### src/rtl/bcd_seg_scanner.sv
// Multiplexed 7-segment scanner for NUM_DIGITS packed BCD digits with load-strobe snapshot and sticky invalid-code flag.
// Optional build macro LEADING_ZERO_BLANK_EN blanks leading-zero digits (digit 0 always lit).
module bcd_seg_scanner #(
    parameter int NUM_DIGITS = 4,
    parameter int SCAN_DIV   = 1000
) (
    input  logic                      clk,
    input  logic                      reset,
    input  logic [4*NUM_DIGITS-1:0]   bcd_in,
    input  logic                      load,
    output logic [6:0]                seg,
    output logic [NUM_DIGITS-1:0]     an,
    output logic                      invalid
);

    localparam int IDX_W = (NUM_DIGITS > 1) ? $clog2(NUM_DIGITS) : 1;
    localparam int PRE_W = (SCAN_DIV > 1) ? $clog2(SCAN_DIV) : 1;
    localparam logic [IDX_W-1:0] IDX_LAST = IDX_W'(NUM_DIGITS - 1);
    localparam logic [PRE_W-1:0] PRE_LAST = PRE_W'(SCAN_DIV - 1);

    localparam logic [6:0] SEG_DASH = 7'b1000000;

    logic [4*NUM_DIGITS-1:0] snap_q, snap_d;
    logic [PRE_W-1:0]        presc_q, presc_d;
    logic [IDX_W-1:0]        idx_q, idx_d;
    logic [NUM_DIGITS-1:0]   an_q, an_d;
    logic [6:0]              seg_q, seg_d;
    logic                    invalid_q, invalid_d;

    logic                    tick;
    logic [3:0]              digit [NUM_DIGITS];
    logic [3:0]              sel_digit;

    genvar gi;
    generate
        for (gi = 0; gi < NUM_DIGITS; gi++) begin : g_digit
            assign digit[gi] = snap_q[4*gi +: 4];
        end
    endgenerate

`ifdef LEADING_ZERO_BLANK_EN
    // zero_from[i]: digit i and every more-significant digit are zero.
    logic [NUM_DIGITS-1:0] zero_from;
    generate
        for (gi = 0; gi < NUM_DIGITS; gi++) begin : g_zero
            if (gi == NUM_DIGITS - 1) begin : g_top
                assign zero_from[gi] = (digit[gi] == 4'd0);
            end else begin : g_mid
                assign zero_from[gi] = (digit[gi] == 4'd0) && zero_from[gi+1];
            end
        end
    endgenerate
`endif

    function automatic logic [6:0] decode(input logic [3:0] d);
        logic [6:0] s;
        case (d)
            4'd0:    s = 7'b0111111;
            4'd1:    s = 7'b0000110;
            4'd2:    s = 7'b1011011;
            4'd3:    s = 7'b1001111;
            4'd4:    s = 7'b1100110;
            4'd5:    s = 7'b1101101;
            4'd6:    s = 7'b1111101;
            4'd7:    s = 7'b0000111;
            4'd8:    s = 7'b1111111;
            4'd9:    s = 7'b1101111;
            default: s = SEG_DASH;
        endcase
        return s;
    endfunction

    assign sel_digit = digit[idx_q];
    assign tick      = (presc_q == PRE_LAST);

    always_comb begin
        snap_d    = snap_q;
        presc_d   = presc_q;
        idx_d     = idx_q;
        an_d      = '0;
        seg_d     = decode(sel_digit);
        invalid_d = invalid_q;

        if (load) begin
            snap_d = bcd_in;
        end

        if (tick) begin
            presc_d = '0;
            idx_d   = (idx_q == IDX_LAST) ? '0 : idx_q + IDX_W'(1);
        end else begin
            presc_d = presc_q + PRE_W'(1);
        end

        // Outputs follow the current (pre-edge) index and snapshot so an and seg stay paired.
        an_d[idx_q] = 1'b1;
`ifdef LEADING_ZERO_BLANK_EN
        if (zero_from[idx_q] && (idx_q != '0)) begin
            seg_d = 7'b0000000;
        end
`endif
        if (sel_digit > 4'd9) begin
            invalid_d = 1'b1;
        end
    end

    always_ff @(posedge clk) begin
        if (reset) begin
            snap_q    <= '0;
            presc_q   <= '0;
            idx_q     <= '0;
            an_q      <= '0;
            seg_q     <= '0;
            invalid_q <= 1'b0;
        end else begin
            snap_q    <= snap_d;
            presc_q   <= presc_d;
            idx_q     <= idx_d;
            an_q      <= an_d;
            seg_q     <= seg_d;
            invalid_q <= invalid_d;
        end
    end

    assign seg     = seg_q;
    assign an      = an_q;
    assign invalid = invalid_q;

endmodule

### config.mk
export PLATFORM = sky130hd
export DESIGN_NAME = bcd_seg_scanner
export DESIGN_NICKNAME = d
export VERILOG_FILES = /design/src/rtl/bcd_seg_scanner.sv
export SDC_FILE = /design/constraint.sdc
export NUM_CORES = 1
export LEC_CHECK = 0
export CORE_UTILIZATION = 50
export CTS_BUF_LIST = sky130_fd_sc_hd__clkbuf_8
export CTS_CLUSTER_DIAMETER = 50
export DETAILED_ROUTE_END_ITERATION = 16
export HOLD_SLACK_MARGIN = 0.12
export MAX_ROUTING_LAYER = met4
export PLACE_DENSITY_LB_ADDON = 0.08
export SKIP_CTS_REPAIR_TIMING = 1
export SLEW_MARGIN = 20
export SYNTH_ARGS = -nofsm -noshare
export SYNTH_HDL_FRONTEND = slang
export SYNTH_SLANG_ARGS = --single-unit
### constraint.sdc
create_clock -name clk -period 3.6 [get_ports clk]
set_input_delay 0.36 -clock clk [delete_from_list [all_inputs] [get_ports clk]]
set_output_delay 0.36 -clock clk [all_outputs]
set_load 0.01 [all_outputs]
==> impl_results.md <==
* Status: complete, no violations
* CP Data Arrival Time at 2.21 ns
* Reg2reg start: idx_q[0]
* # DRC at 0
* Final min period at 1.99 ns
* Fmax at 502 MHz
* DR vias/cell at 5.06
* Htree depth at 2
* CTS sink count at 40
* Worst-Skew Late Latency at 0.28 ns
* Mapped Avg Cell Area at 9.82 µm²
* Period utilization at 55.3%
* P&R area growth vs syn at 23.7%
* Part of the Yosys area used for sequential elements at 46.3%
* Root buffer cell: clkbuf_8
* Top-area cell type share of the netlist area at 46.3%
* GRT Overall Usage at 19.3%
* Pre-CTS WS at 1.62 ns
* CTS clk-pin slew, worst paths at 0.07 ns
* YS warnings at 0
* Syn nets at 207
* Commonest cells after routing, fill and taps aside: nor2_1 (40), dfxtp_1 (40), clkdlybuf4s50_1 (30), mux2i_1 (18), ha_1 (12)
* Share of layout cells above drive strength 1 at 6.31%
* Nets at 236
* Critical hold path startpoint: presc_q[0]
* Slew Viols, Final at 0
* Row cnt at 20
* Leak Pwr at 0.888 nW
* Initial antenna violation count at 0
* Starting density of the core at 54.4%
* P per Cell Area at 409 nW/µm²
* RSZ-0062 raised after global routing: no
* Die Area at 3700 µm²
* CTS tree: done
* Synth Cell Area at 1730 µm²
* Initial DRC count at 38
* R2r worst-path depth at 6
* GR Overflow Total at 0
* Diode count at 0
* Synth top area cells: dfxtp_1 (46%), mux2i_1 (10%), ha_1 (8.7%), nor2_1 (8.7%), mux4_2 (3.9%)
* Setup ws final at 1.61 ns
* Final hold violations at 0
* Setup crit end kind: flop
* Sequential power share at 54.4%
* DR vias at 1264
* Core region area at 3180 µm²
* Worst-path maximum fanout at 9
* CP required at 3.82 ns
* Sw frac at 22.7%
* CP startpoint kind: flop
* Clock power share at 33.3%
* I/O pin count at 31
* Worst vdd rail ir drop at 0.250 mV
* Max Cap Viol at 0
* Gate power share at 12.3%
* HP Class: flop to flop
* Setup CP Type: flop to flop
* Gpl congestion at 0.906
* Final setup TNS at 0 ns
* Average wire per cell in the routed design at 11.7 µm
* Synth area leader: dfxtp_1
* Post-DRT Antenna Nets at 0
* Internal reg-to-reg setup slack at 1.61 ns
* RR Endpoint: seg[5]
* Max-slew headroom at 38.2%
* Hold Crit Depth at 1
* Psw at 0.000199 W
* Flip-flop and latch count after synthesis at 40
* DRT Pass-1 Iters at 4
* Final setup vio count at 0
* Mapped Cells at 176
* Worst Skew at 0.00359 ns
* DRT Wirelength at 2920 µm
* Largest net degree at the start of global routing at 22
* Worst Hold Endpoint: presc_q[0]
* Deepest clock path buffer count at 2
* Inserted Clock Buffers at 5
* Final hold slack at 0.473 ns
* Die X at 60.8 µm
* First-pass GRT wire length at 5070 µm
* Internal power at 0.000676 W
* Hpwl dp at 2140 µm
* Die height at 60.8 µm
* Port-buffer cells at 30
* Cell variety after synth at 32
* Worst slew pin tran at 0.924 ns
* Number of global-route vias before repair at 1167
==> cell type report <==
class / count / area [µm²]
fill: 255 / 1040
multi-input combinational: 119 / 856
sequential: 40 / 801
timing repair buffer: 31 / 308
clock buffer: 6 / 82.6
tap: 44 / 55.1
inverter: 8 / 30.0
clock inverter: 2 / 7.51
==> sequential cells by signal, indices dropped and copies added (netlist names) <==
name	cells
snap_q	16
seg	7
an	4
presc_q	10
invalid	1
idx_q	2
==> metrics by stage <==
step	power, W	cells	instance area [µm²]	utilization [%]
2_1_floorplan	0.000545	176	1730	-
3_3_place_gp	0.000592	242	2050	64.5
3_5_place_dp	0.000594	242	2050	64.5
4_1_cts	0.000882	250	2140	67.3
5_1_grt	0.000916	250	2140	67.3
6_report	0.000875	250	2140	67.3
==> cells in the mapped netlist <==
| master | number |
|---|---|
| nand3_1 | 2 |
| mux4_2 | 3 |
| nor2b_4 | 1 |
| o21ai_0 | 2 |
| buf_6 | 1 |
| inv_1 | 7 |
| and3_1 | 2 |
| a211oi_1 | 1 |
| or2_2 | 1 |
| nand3b_1 | 1 |
| nand2_1 | 6 |
| nand2b_1 | 1 |
| a21oi_1 | 9 |
| buf_2 | 1 |
| nand4b_1 | 2 |
| mux2i_1 | 18 |
| a31oi_1 | 1 |
| clkbuf_1 | 7 |
| xnor2_1 | 3 |
| nand4_1 | 1 |
| inv_2 | 1 |
| nor2_1 | 40 |
| mux4_1 | 1 |
| a21o_1 | 1 |
| o21ai_1 | 2 |
| o31ai_1 | 1 |
| o211ai_1 | 1 |
| nor2b_1 | 4 |
| xor2_1 | 2 |
| dfxtp_1 | 40 |
| ha_1 | 12 |
| o22a_1 | 1 |
==> worst max-delay path by stage <==
stage                         from   endpoint  slack, ns
after floorplan           idx_q[0]    invalid       1.71
after global placement        load  snap_q[6]       1.72
after detailed placement  idx_q[0]     seg[5]       1.62
after CTS                 idx_q[0]     seg[5]       1.59
after global routing      idx_q[1]     seg[0]       1.44
final                     idx_q[0]     seg[5]       1.61
==> critical path, stage by stage, from the launching register on <==
cell	delay, ns
dfxtp_1	0.54
mux4_1	0.70
inv_1	0.17
ha_1	0.19
a21oi_1	0.07
o22a_1	0.17
nor2_1	0.08
==> layer usage <==
| metal | vias up | global-route usage (%) | wire (µm) |
|---|---|---|---|
| li1 | 644 | - | - |
| met1 | 573 | 25.2 | 1410 |
| met2 | 45 | 28.3 | 1300 |
| met3 | 2 | 4.90 | 193 |
| met4 | 0 | 8.12 | 19 |
| met5 | - | - | 0 |
==> power by group through the flow <==
stage                     registers [W]  clock network, W  logic [W]
final                          0.000476          0.000291   0.000108
after global routing           0.000478          0.000317   0.000122
after CTS                      0.000476          0.000298   0.000109
after detailed placement       0.000486                 0   0.000108
after global placement         0.000486                 0   0.000106
after floorplan                0.000488                 0  0.0000571
==> kinds of logic after synthesis <==
logic type,synth area share (%)
AO/OA/AOI/OAI,6.37
XOR/XNOR,2.53
adder cells (fa/ha/maj),8.68
buffers and inverters,4.20
flip-flops,46.3
multiplexers,15.8
AND/OR/NAND/NOR,16.1
No activity file was read; power rests on OpenSTA's default activity.
